File: config.mk
export PLATFORM = sky130hd
export DESIGN_NAME = ahb_lite_master
export DESIGN_NICKNAME = d
export VERILOG_FILES = /design/src/rtl/ahb_pkg.sv /design/src/rtl/ahb_lite_master.sv
export SDC_FILE = /design/constraint.sdc
export NUM_CORES = 1
export LEC_CHECK = 0
export CORE_MARGIN = 10
export CORE_UTILIZATION = 45
export DETAILED_ROUTE_END_ITERATION = 7
export PLACE_DENSITY = 0.81
export REMOVE_ABC_BUFFERS = 1
export SLEW_MARGIN = 0
export SYNTH_ARGS = -nofsm -noshare
export SYNTH_HDL_FRONTEND = slang
export SYNTH_SLANG_ARGS = --single-unit
export TNS_END_PERCENT = 5
File: constraint.sdc
create_clock -name HCLK -period 2.3 [get_ports HCLK]
set_input_delay 0.23 -clock HCLK [delete_from_list [all_inputs] [get_ports HCLK]]
set_output_delay 0.23 -clock HCLK [all_outputs]
set_load 0.05 [all_outputs]
File: src/rtl/ahb_pkg.sv
// Shared AHB-Lite encodings and the initiator state encoding.
// Also holds the command legality check used by the initiator.
package ahb_pkg;

   localparam logic [1:0] HTRANS_IDLE   = 2'b00;
   localparam logic [1:0] HTRANS_BUSY   = 2'b01;
   localparam logic [1:0] HTRANS_NONSEQ = 2'b10;
   localparam logic [1:0] HTRANS_SEQ    = 2'b11;

   localparam logic [2:0] HSIZE_BYTE = 3'd0;
   localparam logic [2:0] HSIZE_HALF = 3'd1;
   localparam logic [2:0] HSIZE_WORD = 3'd2;

   localparam logic [2:0] HBURST_SINGLE   = 3'b000;
   localparam logic [3:0] HPROT_DATA_PRIV = 4'b0011;
   localparam logic       HRESP_OKAY      = 1'b0;
   localparam logic       HRESP_ERROR     = 1'b1;

   typedef enum logic [1:0] {
      ST_IDLE = 2'd0,
      ST_ADDR = 2'd1,
      ST_DATA = 2'd2,
      ST_RESP = 2'd3
   } state_t;

   // Size 3 is never legal; halfwords and words must be naturally aligned.
   function automatic logic cmd_illegal(input logic [1:0] size, input logic [1:0] addr_lsb);
      logic bad;
      case (size)
         2'd0:    bad = 1'b0;
         2'd1:    bad = addr_lsb[0];
         2'd2:    bad = (addr_lsb != 2'b00);
         default: bad = 1'b1;
      endcase
      return bad;
   endfunction

endpackage

File: src/rtl/ahb_lite_master.sv
// Single-outstanding AHB-Lite initiator: one valid/ready command becomes one
// SINGLE transfer, answered by one response; all outputs are registered.
module ahb_lite_master
   import ahb_pkg::*;
#(
   parameter int ADDR_W     = 32,
   parameter int DATA_W     = 32,
   parameter int WAIT_CNT_W = 16
) (
   input  logic                  HCLK,
   input  logic                  HRESETn,
   input  logic                  cmd_valid,
   output logic                  cmd_ready,
   input  logic                  cmd_write,
   input  logic [ADDR_W-1:0]     cmd_addr,
   input  logic [1:0]            cmd_size,
   input  logic [DATA_W-1:0]     cmd_wdata,
   output logic                  rsp_valid,
   input  logic                  rsp_ready,
   output logic [DATA_W-1:0]     rsp_rdata,
   output logic                  rsp_error,
   output logic [WAIT_CNT_W-1:0] wait_cycles,
   output logic [ADDR_W-1:0]     HADDR,
   output logic [1:0]            HTRANS,
   output logic                  HWRITE,
   output logic [2:0]            HSIZE,
   output logic [2:0]            HBURST,
   output logic [3:0]            HPROT,
   output logic [DATA_W-1:0]     HWDATA,
   input  logic [DATA_W-1:0]     HRDATA,
   input  logic                  HREADY,
   input  logic                  HRESP
);

   state_t                  state_reg, state_next;
   logic [1:0]              htrans_reg, htrans_next;
   logic [ADDR_W-1:0]       haddr_reg, haddr_next;
   logic                    hwrite_reg, hwrite_next;
   logic [2:0]              hsize_reg, hsize_next;
   logic [DATA_W-1:0]       hwdata_reg, hwdata_next;
   logic [DATA_W-1:0]       wdata_reg, wdata_next;
   logic                    err_seen_reg, err_seen_next;
   logic                    cmd_ready_reg, cmd_ready_next;
   logic                    rsp_valid_reg, rsp_valid_next;
   logic [DATA_W-1:0]       rsp_rdata_reg, rsp_rdata_next;
   logic                    rsp_error_reg, rsp_error_next;
   logic [WAIT_CNT_W-1:0]   wait_reg, wait_next;

   always_ff @(posedge HCLK or negedge HRESETn) begin
      if (!HRESETn) begin
         state_reg     <= ST_IDLE;
         htrans_reg    <= HTRANS_IDLE;
         haddr_reg     <= '0;
         hwrite_reg    <= 1'b0;
         hsize_reg     <= HSIZE_BYTE;
         hwdata_reg    <= '0;
         wdata_reg     <= '0;
         err_seen_reg  <= 1'b0;
         cmd_ready_reg <= 1'b1;
         rsp_valid_reg <= 1'b0;
         rsp_rdata_reg <= '0;
         rsp_error_reg <= 1'b0;
         wait_reg      <= '0;
      end else begin
         state_reg     <= state_next;
         htrans_reg    <= htrans_next;
         haddr_reg     <= haddr_next;
         hwrite_reg    <= hwrite_next;
         hsize_reg     <= hsize_next;
         hwdata_reg    <= hwdata_next;
         wdata_reg     <= wdata_next;
         err_seen_reg  <= err_seen_next;
         cmd_ready_reg <= cmd_ready_next;
         rsp_valid_reg <= rsp_valid_next;
         rsp_rdata_reg <= rsp_rdata_next;
         rsp_error_reg <= rsp_error_next;
         wait_reg      <= wait_next;
      end
   end

   always_comb begin
      state_next     = state_reg;
      htrans_next    = htrans_reg;
      haddr_next     = haddr_reg;
      hwrite_next    = hwrite_reg;
      hsize_next     = hsize_reg;
      hwdata_next    = hwdata_reg;
      wdata_next     = wdata_reg;
      err_seen_next  = err_seen_reg;
      rsp_valid_next = rsp_valid_reg;
      rsp_rdata_next = rsp_rdata_reg;
      rsp_error_next = rsp_error_reg;
      wait_next      = wait_reg;

      case (state_reg)
         ST_IDLE: begin
            if (cmd_valid && cmd_ready_reg) begin
               if (cmd_illegal(cmd_size, cmd_addr[1:0])) begin
                  // Rejected locally: the bus never sees this command.
                  state_next     = ST_RESP;
                  rsp_valid_next = 1'b1;
                  rsp_error_next = 1'b1;
                  rsp_rdata_next = '0;
               end else begin
                  state_next    = ST_ADDR;
                  htrans_next   = HTRANS_NONSEQ;
                  haddr_next    = cmd_addr;
                  hwrite_next   = cmd_write;
                  hsize_next    = {1'b0, cmd_size};
                  wdata_next    = cmd_wdata;
                  err_seen_next = 1'b0;
               end
            end
         end
         ST_ADDR: begin
            if (HREADY) begin
               state_next  = ST_DATA;
               htrans_next = HTRANS_IDLE;
               wait_next   = '0;
               if (hwrite_reg) hwdata_next = wdata_reg;
            end
         end
         ST_DATA: begin
            if (!HREADY) begin
               if (wait_reg != '1) wait_next = wait_reg + WAIT_CNT_W'(1);
               if (HRESP == HRESP_ERROR) err_seen_next = 1'b1;
            end else begin
               state_next     = ST_RESP;
               rsp_valid_next = 1'b1;
               rsp_error_next = err_seen_reg | HRESP;
               rsp_rdata_next = (hwrite_reg || err_seen_reg || HRESP) ? '0 : HRDATA;
            end
         end
         ST_RESP: begin
            if (rsp_ready) begin
               state_next     = ST_IDLE;
               rsp_valid_next = 1'b0;
            end
         end
         default: state_next = ST_IDLE;
      endcase

      cmd_ready_next = (state_next == ST_IDLE);
   end

   assign cmd_ready   = cmd_ready_reg;
   assign rsp_valid   = rsp_valid_reg;
   assign rsp_rdata   = rsp_rdata_reg;
   assign rsp_error   = rsp_error_reg;
   assign wait_cycles = wait_reg;
   assign HADDR       = haddr_reg;
   assign HTRANS      = htrans_reg;
   assign HWRITE      = hwrite_reg;
   assign HSIZE       = hsize_reg;
   assign HBURST      = HBURST_SINGLE;
   assign HPROT       = HPROT_DATA_PRIV;
   assign HWDATA      = hwdata_reg;

endmodule

; ---- After elaboration in Yosys (flattened, before gate mapping)
; Index checks and enable logic that the tools add are counted.
[op_classes]
order_cmp = 0
n_addsub = 1
muxes = 34
n_bitwise = 2
mul = 0
eq_ne = 15
shift = 0
div = 0
n_reduce_logical = 18
[ops]
columns = cell, n
row1 = 32-bit 2-to-1 mux, 4
row2 = 32-bit one-hot mux with 2 select lines, 1
row3 = 16-bit 2-to-1 mux, 3
row4 = 16-bit one-hot mux with 2 select lines, 1
row5 = "2-bit != test, second input constant", 9
row6 = "16-bit by 1-bit adder with 16-bit output, second input constant", 1
row7 = 2-bit 2-to-1 mux, 8
row8 = "16-bit != test, second input constant", 1
row9 = 4-bit AND reduction, 3
row10 = 1-bit 2-to-1 mux, 11
row11 = 5-bit AND reduction, 2
row12 = 2-bit one-hot mux with 4 select lines, 1
row13 = 2-bit nonzero test, 4
row14 = "2-bit equality test, second input constant", 3
row15 = 2-bit zero test, 3
row16 = 1-bit one-hot mux with 3 select lines, 2
row17 = 3-bit AND reduction, 2
row18 = "2-bit by 1-bit equality test with 1-bit output, second input constant", 2
row19 = 1-bit one-hot mux with 2 select lines, 2
row20 = 2-bit one-hot mux with 2 select lines, 1
row21 = 3-bit nonzero test, 1
row22 = 1-bit logical OR, 2
row23 = 1-bit logical AND, 1
row24 = 1-bit NOT, 1
row25 = 1-bit bitwise OR, 1
[totals]
output_inout_bits = 128
memories = 0
ram_bits = 0
wordCells = 83
ff_bits = 155
romBits = 0
latchBits = 0

; ---- Longest topological paths before layout
; Gate-level depths: netlist of the first run.
[depth]
depth_word = 8
depth_mapped = 8
mapped_depth_nobuf = 6

; ---- Least setup slack after synthesis of the first run
; Ideal clock, no wire load.
[synth_path]
kind = reg-to-reg
start = reg wait_reg[0], in the netlist wait_cycles[0]
end = reg wait_reg[14], in the netlist wait_cycles[14]
arrival_ps = 1992
path_slack_ps = 184
required_time_ps = 2176
synth_period_minus_slack_ps = 2116
stages_incl_launch_ff = 7
path_cell_list = dfrtp_1 ha_1 nand4_4 nor4_4 nand3_1 and3_1 a211o_1
[synth_via]
elab_chain_cells = 4
word_cells_on_any_way = 7
[synth_lines]
columns = item, line
row1 = from (decl), ahb_lite_master.sv:47  ; logic [WAIT_CNT_W-1:0] wait_reg, wait_next;
row2 = from (signal assigned), ahb_lite_master.sv:77  ; wait_reg <= wait_next;
row3 = 16-bit by 1-bit adder with 16-bit output, ahb_lite_master.sv:125  ; if (wait_reg != '1) wait_next = wait_reg + WAIT_CNT_W'(1);
row4 = 16-bit 2-to-1 mux, ahb_lite_master.sv:125
row5 = 16-bit 2-to-1 mux, ahb_lite_master.sv:124  ; if (!HREADY) begin
row6 = 16-bit one-hot mux with 2 select lines, ahb_lite_master.sv:95  ; case (state_reg)
; Parallel ways exist; a longest one is shown, timed or not. The select of a mux whose other input is x is not followed.
; A chain may end at the register's enable or synchronous reset.

; ---- Worst setup path after layout of the first run
[layout_path]
start = reg wait_reg[5], in the netlist wait_cycles[5]
end = out wait_cycles[5]
[layout_lines]
columns = item, line
row1 = to (decl), ahb_lite_master.sv:22  ; output logic [WAIT_CNT_W-1:0] wait_cycles,
; No word-level cell between the ends.

==> impl_metrics.json, run 1 <==
{
  "outcome": "finished, final reports clean",
  "synthesis_stage_register_bit_count": 154,
  "setup.worst_path.end_class": "output pin",
  "critical_path.top_delay_family": "buffers and inverters",
  "r2r_setup_slack_ps": 310,
  "cp-start-kind": "flip-flop",
  "combPwrFrac": 0.429,
  "drt-wirelength-per-cell_um": 18.82,
  "hold_slack_ps": 295.0,
  "finalMaxSlewViolations": 0,
  "final_critical_delay_including_setup_and_external_delays_ps": 2013,
  "post_synth_instance_area_mm2": 0.006355,
  "critPathMaxFanout": 8,
  "final_hold_viol_count": 0,
  "core_region_mm2": 0.01388,
  "fin_skew_ps": 9.136,
  "buffer_ports.inserted": 223,
  "vias_per_cell": 5.067,
  "worstPathRequired_ps": 2070,
  "criticalPathCategory": "reg2out",
  "hpwl_um": 12820,
  "cpPeakStageDelay_ps": 860,
  "timing.setup.tns_ps": 0,
  "floorplan.die.width_um": 138.8,
  "yosysWarnings": 0,
  "remaining_drc_errors": 0,
  "rows": 43,
  "cts_made_buffers": 17,
  "relative_slew_slack": 0.6073,
  "layout.nets": 843,
  "layout_worst_path_cycle_share": 0.8751,
  "max_slew.worst_pin.slew_ps": 587.1,
  "proportion_of_power_drawn_by_flip_flops_and_latches": 0.352,
  "use_met1": 0.1910,
  "gr-max-usage-layer": "met2",
  "clock_slew_at_the_register_clock_pins_of_the_worst_setup_and_hold_paths_ps": 60,
  "share_of_synthesized_registers_carrying_an_async_set_or_reset": 1.000,
  "power.share.clock": 0.219,
  "synth.lib_cells_used.distinct": 42,
  "ir_drop_mv": 0.7176,
  "via_count": 4702,
  "synth_sequential_area_ratio": 0.6066,
  "met2_capacity_usage_during_global_routing": 0.3110,
  "clockBufferDepth": 2,
  "grt_setup_unrepaired": "false",
  "hold_class": "in2async",
  "synth-edff-count": 0,
  "total_clock_sinks": 154,
  "slowest_cell_on_the_critical_path": "sky130_fd_sc_hd__clkdlybuf4s50_1",
  "cts_htree_levels": 4,
  "route.antenna.remaining_nets": 0,
  "synthesis.instances": 511,
  "grt_remaining_overflow": 0,
  "insertion_delay_ps": 420,
  "most_frequently_used_flop_master_after_synthesis": "sky130_fd_sc_hd__dfrtp_1",
  "p_switching_w": 0.004794,
  "grt_first_pass_wirelength_um": 28190,
  "drtPass1Iterations": 4,
  "static-leakage-power_nw": 4.104,
  "io-pin-count": 233,
  "critPathArrivalTime_ps": 1780,
  "fp.dieArea_mm2": 0.01928,
  "intPower_w": 0.006843,
  "gp_congestion": 0.8115,
  "cp.buffers_inverters": 1,
  "wl_um": 17470,
  "pwr_density_mw_per_mm2": 1251,
  "syn_area_per_cell_um2": 12.44,
  "start_util": 0.4578,
  "first_global_vias": 5217,
  "post_route_cells_drive_above_1_share": 0.1711,
  "grt_max_degree": 68,
  "switching_share": 0.4120,
  "finalInstanceArea_mm2": 0.009305,
  "dieHeight_um": 138.8,
  "syn_to_final_growth_pct": 46.43,
  "first_iter_violations": 286,
  "grt_antenna_before_repair": 0,
  "cts_tree": "built",
  "post_dp_cell_area_mm2": 0.008757,
  "fmax_mhz": 496.8,
  "fill_cells": 1025,
  "n_antenna_cell": 0,
  "finalSetupViolCount": 0,
  "groute.layer.met3.usage": 0.08596,
  "ctsRootBufferMaster": "sky130_fd_sc_hd__clkbuf_16",
  "track_usage": 0.1815,
  "maxCapViolCount": 0,
  "crit_chain": "clkdlybuf4s50_1",
  "cts_resized": 0
}
[worst paths after layout]
| kind | to | start | depth (start not counted) |
|---|---|---|---|
| worst min register to register | rsp_rdata[25]$_DFFE_PN0P_ | rsp_rdata[25]$_DFFE_PN0P_ | 2 |
| worst min-delay path | HWDATA[19]$_DFFE_PN0P_ | HRESETn | 2 |
| worst max register to register | rsp_rdata[19]$_DFFE_PN0P_ | state_reg[1]$_DFF_PN0_ | 6 |
| worst max-delay path | wait_cycles[5] | wait_cycles[5]$_DFFE_PN0P_ | 1 |
| max in group asynchronous | HWDATA[16]$_DFFE_PN0P_ | HRESETn | 3 |
| min in group HCLK | rsp_rdata[30]$_DFFE_PN0P_ | HRDATA[30] | 3 |
[cell usage after synthesis (2+ instances only)]
cell type	n	area, um^2
sky130_fd_sc_hd__buf_2	16	80.08
sky130_fd_sc_hd__nand2b_1	2	12.51
sky130_fd_sc_hd__clkbuf_1	4	15.01
sky130_fd_sc_hd__conb_1	2	7.510
sky130_fd_sc_hd__mux2_1	26	292.8
sky130_fd_sc_hd__buf_6	3	33.78
sky130_fd_sc_hd__dfrtp_1	153	3829
sky130_fd_sc_hd__buf_4	12	90.09
sky130_fd_sc_hd__nor4_4	4	85.08
sky130_fd_sc_hd__a21oi_1	7	35.03
sky130_fd_sc_hd__nand3_1	10	50.05
sky130_fd_sc_hd__o21ai_0	39	195.2
sky130_fd_sc_hd__inv_1	5	18.77
sky130_fd_sc_hd__nor3_1	4	20.02
sky130_fd_sc_hd__nor2_1	15	56.30
sky130_fd_sc_hd__nand2_1	82	307.8
sky130_fd_sc_hd__o21ai_1	20	100.1
sky130_fd_sc_hd__a31oi_1	3	18.77
sky130_fd_sc_hd__mux2_2	73	822.0
sky130_fd_sc_hd__o31ai_1	3	22.52
sky130_fd_sc_hd__and3_1	6	37.54
sky130_fd_sc_hd__nand4_1	2	12.51
[what timing repair did]
item / CTS / global route
buffers inserted: 0 / 0
hold buffers: 1 / 0
hold endpoints to repair: 43 / 0
[placed cells by master, fill, tap and decap left out, drive strengths merged]
master,instances
clkdlybuf4s50,222
dfrtp,153
mux2,99
nand2,82
o21ai,59
clkbuf,21
nor2,15
buf,13
nand3,11
conb,9
a21oi,8
inv,8
and3,6
nor3,5
nor4,4
nand4,4
clkinv,4
a31oi,3
o31ai,3
clkinvlp,3
nand2b,2
a211oi,1
o21a,1
o211a,1
and2,1
o211ai,1
a21o,1
o31a,1
a211o,1
nor4b,1
o311ai,1
nor2b,1
ha,1
dfstp,1
dlygate4sd3,1
[cells by family after synthesis]
logic type               synth area share
AND/OR/NAND/NOR                    0.1057
AO/OA/AOI/OAI                     0.07049
other                            0.001182
adder cells (fa/ha/maj)          0.001969
flip-flops                         0.6066
multiplexers                       0.1754
buffers and inverters             0.03859
[metrics by stage]
stage	worst slack [ps]	power (W)	util	cells
2_1_floorplan	-1351	0.007164	-	482
3_3_place_gp	193.6	0.009000	0.6309	897
3_5_place_dp	146.4	0.009166	0.6309	897
4_1_cts	264.8	0.01175	0.6704	928
5_1_grt	134.3	0.01218	0.6704	928
6_report	287.2	0.01164	0.6704	928
[area by class of cell]
| type | count | area, um^2 | area share |
|---|---|---|---|
| sequential | 154 | 3855 | 0.4143 |
| timing repair buffer | 236 | 2384 | 0.2562 |
| multi-input combinational | 322 | 2281 | 0.2451 |
| clock buffer | 21 | 470.5 | 0.05056 |
| tap | 180 | 225.2 | 0.02420 |
| clock inverter | 9 | 67.56 | 0.007261 |
| inverter | 6 | 22.52 | 0.002420 |
[power by group through the flow]
stage               combinational (W)  clock, W  sequential [W]
floorplan                     0.00109         0         0.00607
global placement              0.00493         0         0.00407
detailed placement            0.00503         0         0.00414
CTS                           0.00505   0.00259         0.00411
global route                  0.00524   0.00272         0.00422
finish                        0.00499   0.00255         0.00410
[per-layer routing]
layer  vias to the layer above  share of wire
met5                         -              0
met4                         0          0.020
met3                        29          0.097
met2                       176           0.51
met1                      2306           0.37
li1                       2191              -
Note: power is estimated with default switching activity, not from simulation.
==> run 2, diff against run 1 <==
Clock period 2.3 ns to 2.4 ns, I/O delays scaled along.
==> run 2 against run 1 <==
Compared with the run above:
- non-clock buffer count decreased by 1
- flip-flop and latch count did not move
- worst setup slack improved by 84 ps
- global-route usage is 0.11 points lower
- utilization up 0.45 points
- clock power up 7%
- count of clock-buffer cells in the layout decreased by 2
- critical path depth unchanged
- via count grew 0.40%
- largest cell class unchanged
- largest power group unchanged
==> impl_metrics.json, run 2 (synthesized netlist as in run 1, its figures left out) <==
{
  "syn_to_final_growth_pct": 47.41,
  "worstPathRequired_ps": 2160,
  "finalNonFillerCells": 929,
  "remaining_drc_errors": 0,
  "layout_worst_path_cycle_share": 0.8452,
  "n_antenna_cell": 0,
  "drtPass1Iterations": 4,
  "first_iter_violations": 238,
  "worstRegToRegCells": 5,
  "finalInstanceArea_mm2": 0.009368,
  "max_slew.worst_pin.slew_ps": 642.2,
  "fin_skew_ps": 5.150,
  "static-leakage-power_nw": 4.128,
  "critPathLaunch": "wait_cycles[5]$_DFFE_PN0P_",
  "post_dp_cell_area_mm2": 0.008750,
  "outcome": "finished, final reports clean",
  "grt_setup_unrepaired": "false",
  "critical_path_depth": 1,
  "grt_first_pass_wirelength_um": 27990,
  "dieHeight_um": 138.8,
  "finalMaxSlewViolations": 0,
  "criticalPathCategory": "reg2out",
  "grt_max_degree": 71,
  "cpPeakStageDelay_ps": 870,
  "pwr_density_mw_per_mm2": 1221,
  "critPathCapture": "wait_cycles[5]",
  "grt_remaining_overflow": 0,
  "final_hold_viol_count": 0,
  "critPathArrivalTime_ps": 1790,
  "io-pin-count": 233,
  "maxCapViolCount": 0,
  "hpwl_um": 12930,
  "post_route_cells_drive_above_1_share": 0.1722,
  "relative_slew_slack": 0.5719,
  "setup.worst_path.end_class": "output pin",
  "cts_htree_levels": 4,
  "buffer_ports.inserted": 223,
  "critical_path.top_delay_family": "buffers and inverters",
  "r2r_setup_slack_ps": 450,
  "crit_chain": "clkdlybuf4s50_1",
  "first_global_vias": 5208,
  "cts_tree": "built",
  "layout.cells.most_common_list": "sky130_fd_sc_hd__clkdlybuf4s50_1 (222), sky130_fd_sc_hd__dfrtp_1 (153), sky130_fd_sc_hd__nand2_1 (82)",
  "gp_congestion": 0.8230,
  "grt_antenna_before_repair": 0,
  "floorplan.die.width_um": 138.8,
  "cp.buffers_inverters": 1,
  "hold_class": "in2reg",
  "start_util": 0.4578,
  "cp-start-kind": "flip-flop",
  "timing.rr.start": "state_reg[0]$_DFF_PN0_",
  "insertion_delay_ps": 420,
  "route.antenna.remaining_nets": 0,
  "wl_um": 17490,
  "core_region_mm2": 0.01388,
  "clock_slew_at_the_register_clock_pins_of_the_worst_setup_and_hold_paths_ps": 60,
  "via_count": 4721,
  "ir_drop_mv": 0.8338,
  "ctsRootBufferMaster": "sky130_fd_sc_hd__clkbuf_16",
  "fp.dieArea_mm2": 0.01928,
  "r2r-end": "rsp_rdata[7]$_DFFE_PN0P_",
  "fill_cells": 1018,
  "rows": 43,
  "post-cts-setup-buffer-count": 0,
  "clockBufferDepth": 2,
  "drt-wirelength-per-cell_um": 18.83,
  "timing.setup.tns_ps": 0,
  "critPathMaxFanout": 8,
  "place_inst": 896,
  "track_usage": 0.1804,
  "total_clock_sinks": 154,
  "finalSetupViolCount": 0,
  "final_common_cell": "sky130_fd_sc_hd__clkdlybuf4s50_1",
  "slowest_cell_on_the_critical_path": "sky130_fd_sc_hd__clkdlybuf4s50_1",
  "cts_made_buffers": 17,
  "final_critical_delay_including_setup_and_external_delays_ps": 2028,
  "layout.nets": 842,
  "vias_per_cell": 5.082,
  "fmax_mhz": 493.0
}
[run 2: changes by cell type in the layout (fill, tap and decap cells not counted), sizes merged]
cell,before,now
buf,13,12
bufinv,0,3
clkbuf,21,19
clkinv,4,3
clkinvlp,3,4
inv,8,9
[run 2: cell type report]
| cell class | instances | area (um^2) | area share |
|---|---|---|---|
| sequential | 154 | 3855 | 0.4115 |
| timing repair buffer | 235 | 2376 | 0.2536 |
| multi-input combinational | 322 | 2281 | 0.2435 |
| clock buffer | 19 | 442.9 | 0.04728 |
| tap | 180 | 225.2 | 0.02404 |
| clock inverter | 13 | 165.2 | 0.01763 |
| inverter | 6 | 22.52 | 0.002404 |
[run 2: where the power goes]
group          switching [W]  total, W  internal (W)
logic                0.00302   0.00476       0.00174
clock network        0.00106   0.00273       0.00167
registers           0.000534   0.00395       0.00341
total                0.00462    0.0114       0.00682
[run 2: metrics by stage]
step / worst slack (ps) / power [W] / util / hold slack [ps]
global placement: 282.3 / 0.008613 / 0.6303 / 272.1
detailed placement: 223.0 / 0.008767 / 0.6303 / 286.3
CTS: 350.9 / 0.01156 / 0.6749 / 341.1
global route: 312.5 / 0.01197 / 0.6749 / 374.7
finish: 371.5 / 0.01143 / 0.6749 / 361.5
floorplan: -1251 / 0.006865 / - / -55.59
[run 2: what timing repair did]
action	CTS	global route
hold buffers	1	0
endpoints found under the hold margin	66	0
resized for setup	0	0
[run 2: routing by layer]
layer,track usage,vias up,part of all wire
met5,0,-,0
met4,0.07578,0,0.026
met3,0.09281,29,0.11
met2,0.3070,189,0.51
met1,0.1823,2304,0.36
li1,-,2199,-
[run 2: how the worst min path moves through the flow]
stage	startpoint	endpoint	slack [ps]	cells past startpoint
after CTS	HRDATA[4]	rsp_rdata[4]$_DFFE_PN0P_	340	3
after global placement	HRESETn	HWDATA[19]$_DFFE_PN0P_	270	1
final	HRDATA[4]	rsp_rdata[4]$_DFFE_PN0P_	360	3
after global routing	HRDATA[2]	rsp_rdata[2]$_DFFE_PN0P_	370	3
after detailed placement	HRESETn	wdata_reg[19]$_DFFE_PN0P_	290	1
after floorplan	HRESETn	HADDR[0]$_DFFE_PN0P_	-60	0
==> patch 1, RTL diff (settings of run 1) <==
`ADDR_W`: 32 -> 48.
--- a/src/rtl/ahb_lite_master.sv
+++ b/src/rtl/ahb_lite_master.sv
@@ -3,7 +3,7 @@
 module ahb_lite_master
    import ahb_pkg::*;
 #(
-   parameter int ADDR_W     = 32,
+   parameter int ADDR_W     = 48,
    parameter int DATA_W     = 32,
    parameter int WAIT_CNT_W = 16
 ) (
Interface: changed (resized HADDR and cmd_addr); port bits go from 233 to 265. No check against the original RTL was run, so the function may have changed too.
==> patch 1 against run 1 <==
  * Clock power increased by 7%
  * Clock skew increased by 2.9 ps
  * Sequential power increased by 11%
  * Cell count increased by 7.1%
  * Worst setup slack got worse by 120 ps
  * Routed wire length increased by 8.9%
  * Synthesized area increased by 8.3%
  * Sequential cell count increased by 16
  * Critical path depth increased by 5
  * Count of clock-buffer cells in the layout decreased by 2
  * Design area increased by 9.1%
  * Largest cell class unchanged
  * Critical path type is now flip-flop to flip-flop
  * Total power increased by 12%
  * Register-to-register slack got worse by 150 ps
==> patch 1: results (changes against run 1) <==
clock-pin slew on the worst setup and hold paths 60 ps (about the same); Leak 4.43 nW (+8.0%); Final #Nets 914 (+8.4%); worst hold path class input port to async pin; Synth top cells by count dfrtp_1 (169), mux2_2 (115), nand2_1 (84); vias in the first global route 5415 (+3.8%); clock skew 12.1 ps (+2.94 ps); Port Buffers 255 (+14%); Post-Layout Cell Count 994 (+7.1%); global router's overall resource usage 0.184 (+0.00251); CTS root buffer clkbuf_16; area of the multi-input gates 0.00239 mm2 (+4.7%); yosys warns 0 (unchanged); n_diodes 1 (+1); RR Startpoint wait_cycles[0]; sequential fraction of the synthesis area 0.618 (+0.0116); worst-path fanout max 15 (+7); vias per cell 5.10 (+0.67%); Synth Area per Inst 12.7 um2 (+2.5%); FFs w/ async S/R, synth 1.00 (unchanged); Worst Tran Pin Value 599 ps (+11.4 ps); Detailed Route WL 19.0 mm (+8.9%); initial antenna violation count 1 (+1); placed cells 960 (+7.0%); Post-DP Area 0.00958 mm2 (+9.4%); final instance area 0.0102 mm2 (+9.1%); clk_buf instances 19 (-9.5%); first-pass GRT wire length 29.7 mm (+5.3%); top area cells in the synthesized netlist dfrtp_1 (61%), mux2_2 (19%), nand2_1 (4.6%), o21ai_0 (4.0%), buf_4 (1.5%); sequential standard cell area 0.00426 mm2 (+10%); fin util 0.673 (+0.00252); multi-input gates 336 (+4.3%); Synth Flop Type dfrtp_1; Cell variety after synth 36 (-14%); DRT Pass-1 Iters 5 (+1); largest net degree at the start of global routing 83 (+22%); non-clk buf share 0.266 (+0.00965); FILL cells 1066 (+4.0%); run status finished, final reports clean; First DRT Iteration DRCs 273 (-4.5%); Peak VDD IR 0.788 mV (+9.8%); seq_cells 170 (+10%); inverters 3 (-3); crit path DAT 2450 ps (+670 ps); clock-cell share of area 0.0553 (-0.00249); nonclk buf count 264 (+12%); Placer Congestion 0.800 (-1.5%); DP Worst Slack 142 ps (-4.61 ps); DP HPWL 14.3 mm (+12%); share of cells above drive strength 1 0.199 (+0.0276)
patch 1: changes by cell type after synthesis, sizes merged, moves of 3 or more:
cell and delta:
dfrtp +16, nand3 -5, and4 +5, inv -3, and2 +3, nor2 -3
mux2 +16
patch 1: logic make-up (layout without fill, tap and decap cells):
| family | Yosys count | after routing | share of synthesized area |
|---|---|---|---|
| flops | 170 | 170 | 0.618 |
| simple gates | 130 | 130 | 0.0865 |
| mux | 115 | 115 | 0.188 |
| compound gates | 81 | 81 | 0.0644 |
| buf+inv | 41 | 299 | 0.0398 |
| other cells | 2 | 10 | 0.00109 |
| fa+ha+maj | 1 | 1 | 0.00182 |
patch 1: power by group:
group | leakage (nW) | switching (mW) | internal [mW]
clock | 0.278 | 1.19 | 1.53
combinational | 1.91 | 3.61 | 2.12
sequential | 2.24 | 0.586 | 3.95
patch 1: routing by layer:
metal,GRT usage,share of wire
met1,0.200,0.37
met4,0.0709,0.021
met2,0.311,0.51
met3,0.0799,0.098
met5,0,0
patch 1: path summary, 6_finish.rpt:
check	end	cells after the start	slack, ps
max in group asynchronous	HADDR[27]	3	1430
hold reg to reg	rsp_valid	2	480
setup reg to reg	wait_cycles[7]	6	160
hold / removal	wait_cycles[5]	2	210
setup / recovery	wait_cycles[7]	6	160
min in group HCLK	rsp_rdata[1]	3	350
patch 1: critical path: stages (launching register included):
cell and delay (ps):
dfrtp_1 430, ha_1 240, and4_1 280, nand4_1 210, a21oi_2 540, o21ai_0 220
o31ai_1 120
patch 1: timing repair:
item / in CTS / in global routing
setup buffers: 0 / 0
resized for setup: 0 / 0
endpoints found under the hold margin: 169 / 0
hold buffers: 1 / 0
==> patch 2, RTL diff (settings of run 1) <==
Without the edit above. Take the reset off `rsp_rdata_reg` and load it in a clocked block of its own.
--- a/src/rtl/ahb_lite_master.sv
+++ b/src/rtl/ahb_lite_master.sv
@@ -58,7 +58,6 @@
          err_seen_reg  <= 1'b0;
          cmd_ready_reg <= 1'b1;
          rsp_valid_reg <= 1'b0;
-         rsp_rdata_reg <= '0;
          rsp_error_reg <= 1'b0;
          wait_reg      <= '0;
       end else begin
@@ -72,10 +71,13 @@
          err_seen_reg  <= err_seen_next;
          cmd_ready_reg <= cmd_ready_next;
          rsp_valid_reg <= rsp_valid_next;
-         rsp_rdata_reg <= rsp_rdata_next;
          rsp_error_reg <= rsp_error_next;
          wait_reg      <= wait_next;
       end
+   end
+
+   always_ff @(posedge HCLK) begin
+      rsp_rdata_reg <= rsp_rdata_next;
    end
 
    always_comb begin
Behaviour: differs if HRESETn is asserted again (counterexample within 4 cycles, from zero or initial values and one cycle with HRESETn low); with HRESETn held inactive, the same outputs for 4 cycles.
==> patch 2 against run 1 <==
  * Count of clock-buffer cells in the layout is the same
  * Sequential power grew 5.9%
  * Die area shrank 0.68%
  * Total power grew 7.0%
  * Register-to-register slack lost 40 ps
  * Synthesized area shrank 0.79%
  * Via count shrank 4.9%
  * Design area grew 1.3%
  * Routed wire length shrank 1.4%
  * Sequential cell count is the same
  * Worst setup slack lost 19 ps
  * Critical endpoint is now wait_cycles[8]
==> patch 2: results (changes against run 1) <==
run status finished, final reports clean; Placer Congestion 0.853 (+5.2%); Routed wire per std cell 19.9 um (+5.7%); EDFF count, synth 32 (+32); worst-path fanout max 9 (+1); largest net degree at the start of global routing 77 (+13%); CTS Buffer Depth 2 (unchanged); Port Buffers 223 (unchanged); crit path DAT 2380 ps (+600 ps); sequential fraction of the synthesis area 0.637 (+0.0302); Final #Nets 779 (-7.6%); initial antenna violation count 0 (unchanged); Clock Latency Late Sink 420 ps (about the same); CTS root buffer clkbuf_16; Worst Tran Pin Value 558 ps (-29.4 ps); n_diodes 0 (unchanged); vias 4470 (-4.9%); first-pass GRT wire length 27.6 mm (-2.2%); RR Startpoint wait_cycles[2]; reg2reg path depth 4 (-2); Synth top cells by count dfrtp_1 (121), mux2_1 (97), and2_1 (33); share of cells above drive strength 1 0.0962 (-0.0749); TritonCTS Buffers 17 (unchanged); vias in the first global route 4921 (-5.7%); final hold slack 206 ps (-89.2 ps); global router's overall resource usage 0.180 (-0.00129); Leak 4.03 nW (-1.8%); worst hold path class input port to async pin; reg2reg setup slack 270 ps (-40 ps); First DRT Iteration DRCs 284 (-0.70%); # Post-CTS Setup Buffers 0 (unchanged); H-tree levels 4 (unchanged); top area cells in the synthesized netlist dfrtp_1 (48%), mux2_1 (17%), edfxtp_1 (15%), and2_1 (3.3%), a31oi_1 (1.6%); DRT Pass-1 Iters 5 (+1); r2r endpoint wait_cycles[8]; FFs w/ async S/R, synth 0.792 (-0.208); DP HPWL 13.2 mm (+2.9%); Peak VDD IR 0.752 mV (+4.8%); clock skew 7.63 ps (-1.50 ps); yosys warns 0 (unchanged); Cell variety after synth 52 (+24%); Post-DP Area 0.00880 mm2 (+0.44%); FILL cells 909 (-11%); clock-pin slew on the worst setup and hold paths 60 ps (about the same)
## patch 2: cell count changes in the layout (fill, tap and decap cells not counted), moves of 5 or more
cell and change:
a21oi_1 -5, a31oi_1 +13, and2_1 +32, and3_1 -6
dfrtp_1 -32, edfxtp_1 +32, mux2_1 +71, mux2_2 -69
nand2_1 -61, nor2_1 -10, nor4_1 +5, o21ai_0 -29
o21ai_1 -17
## patch 2: cell families after synthesis
group,synth area share
AOI/OAI and AO/OA,0.0552
adders and majority gates,0.00198
buffers and inverters,0.0288
DFF,0.637
muxes,0.180
other,0.00119
and+or+nand+nor,0.0957
## patch 2: routing by layer
metal,share of wire,up-vias,track usage
li1,-,2059,-
met1,0.36,2164,0.192
met2,0.50,214,0.300
met3,0.12,33,0.0914
met4,0.020,0,0.0683
met5,0,-,0
## patch 2: how the worst max path moves through the flow
stage | endpoint | startpoint | cells after the start | slack [ps]
floorplan | HADDR[0] | cmd_ready | 3 | -1240
global placement | HADDR[28] | cmd_size[0] | 6 | 180
detailed placement | HADDR[30] | cmd_size[0] | 6 | 130
CTS | wait_cycles[7] | wait_cycles[7] | 1 | 260
global route | wait_cycles[12] | wait_cycles[1] | 5 | 180
finish | wait_cycles[8] | wait_cycles[2] | 4 | 270
## patch 2: per-stage QoR
stage          setup TNS, ps  setup slack [ps]  utilization  std cells
2_1_floorplan        -138480             -1240            -        418
3_3_place_gp               0               181        0.636        833
3_5_place_dp               0               126        0.636        833
4_1_cts                    0               258        0.682        866
5_1_grt                    0               175        0.682        866
6_report                   0               268        0.682        866
## patch 2: final cells by class
type / instances / area [um2] / share of cell area
clock buffers: 21 / 492 / 0.0522
clock inverters: 11 / 130 / 0.0138
inverters: 5 / 18.8 / 0.00199
multi-input cells: 259 / 2170 / 0.230
flip-flops and latches: 154 / 4020 / 0.426
well taps: 180 / 225 / 0.0239
repair buffers: 236 / 2380 / 0.252
## patch 2: repair_timing
item / CTS / global route
hold buffers: 1 / 0
gates resized for setup: 0 / 0
hold endpoints to repair: 20 / 0
endpoints found under the setup margin: 0 / 0
## patch 2: power breakdown
| group | switching (mW) | internal [mW] | total (mW) |
|---|---|---|---|
| Combinational | 3.37 | 1.86 | 5.23 |
| Sequential | 0.584 | 3.76 | 4.34 |
| Clock | 1.11 | 1.76 | 2.88 |
## patch 2: critical path: stages, from the launching register on
cell and delay (ps):
dfrtp_1 460, nand4_2 310, or4_4 670, a21oi_4 310, a221o_1 210
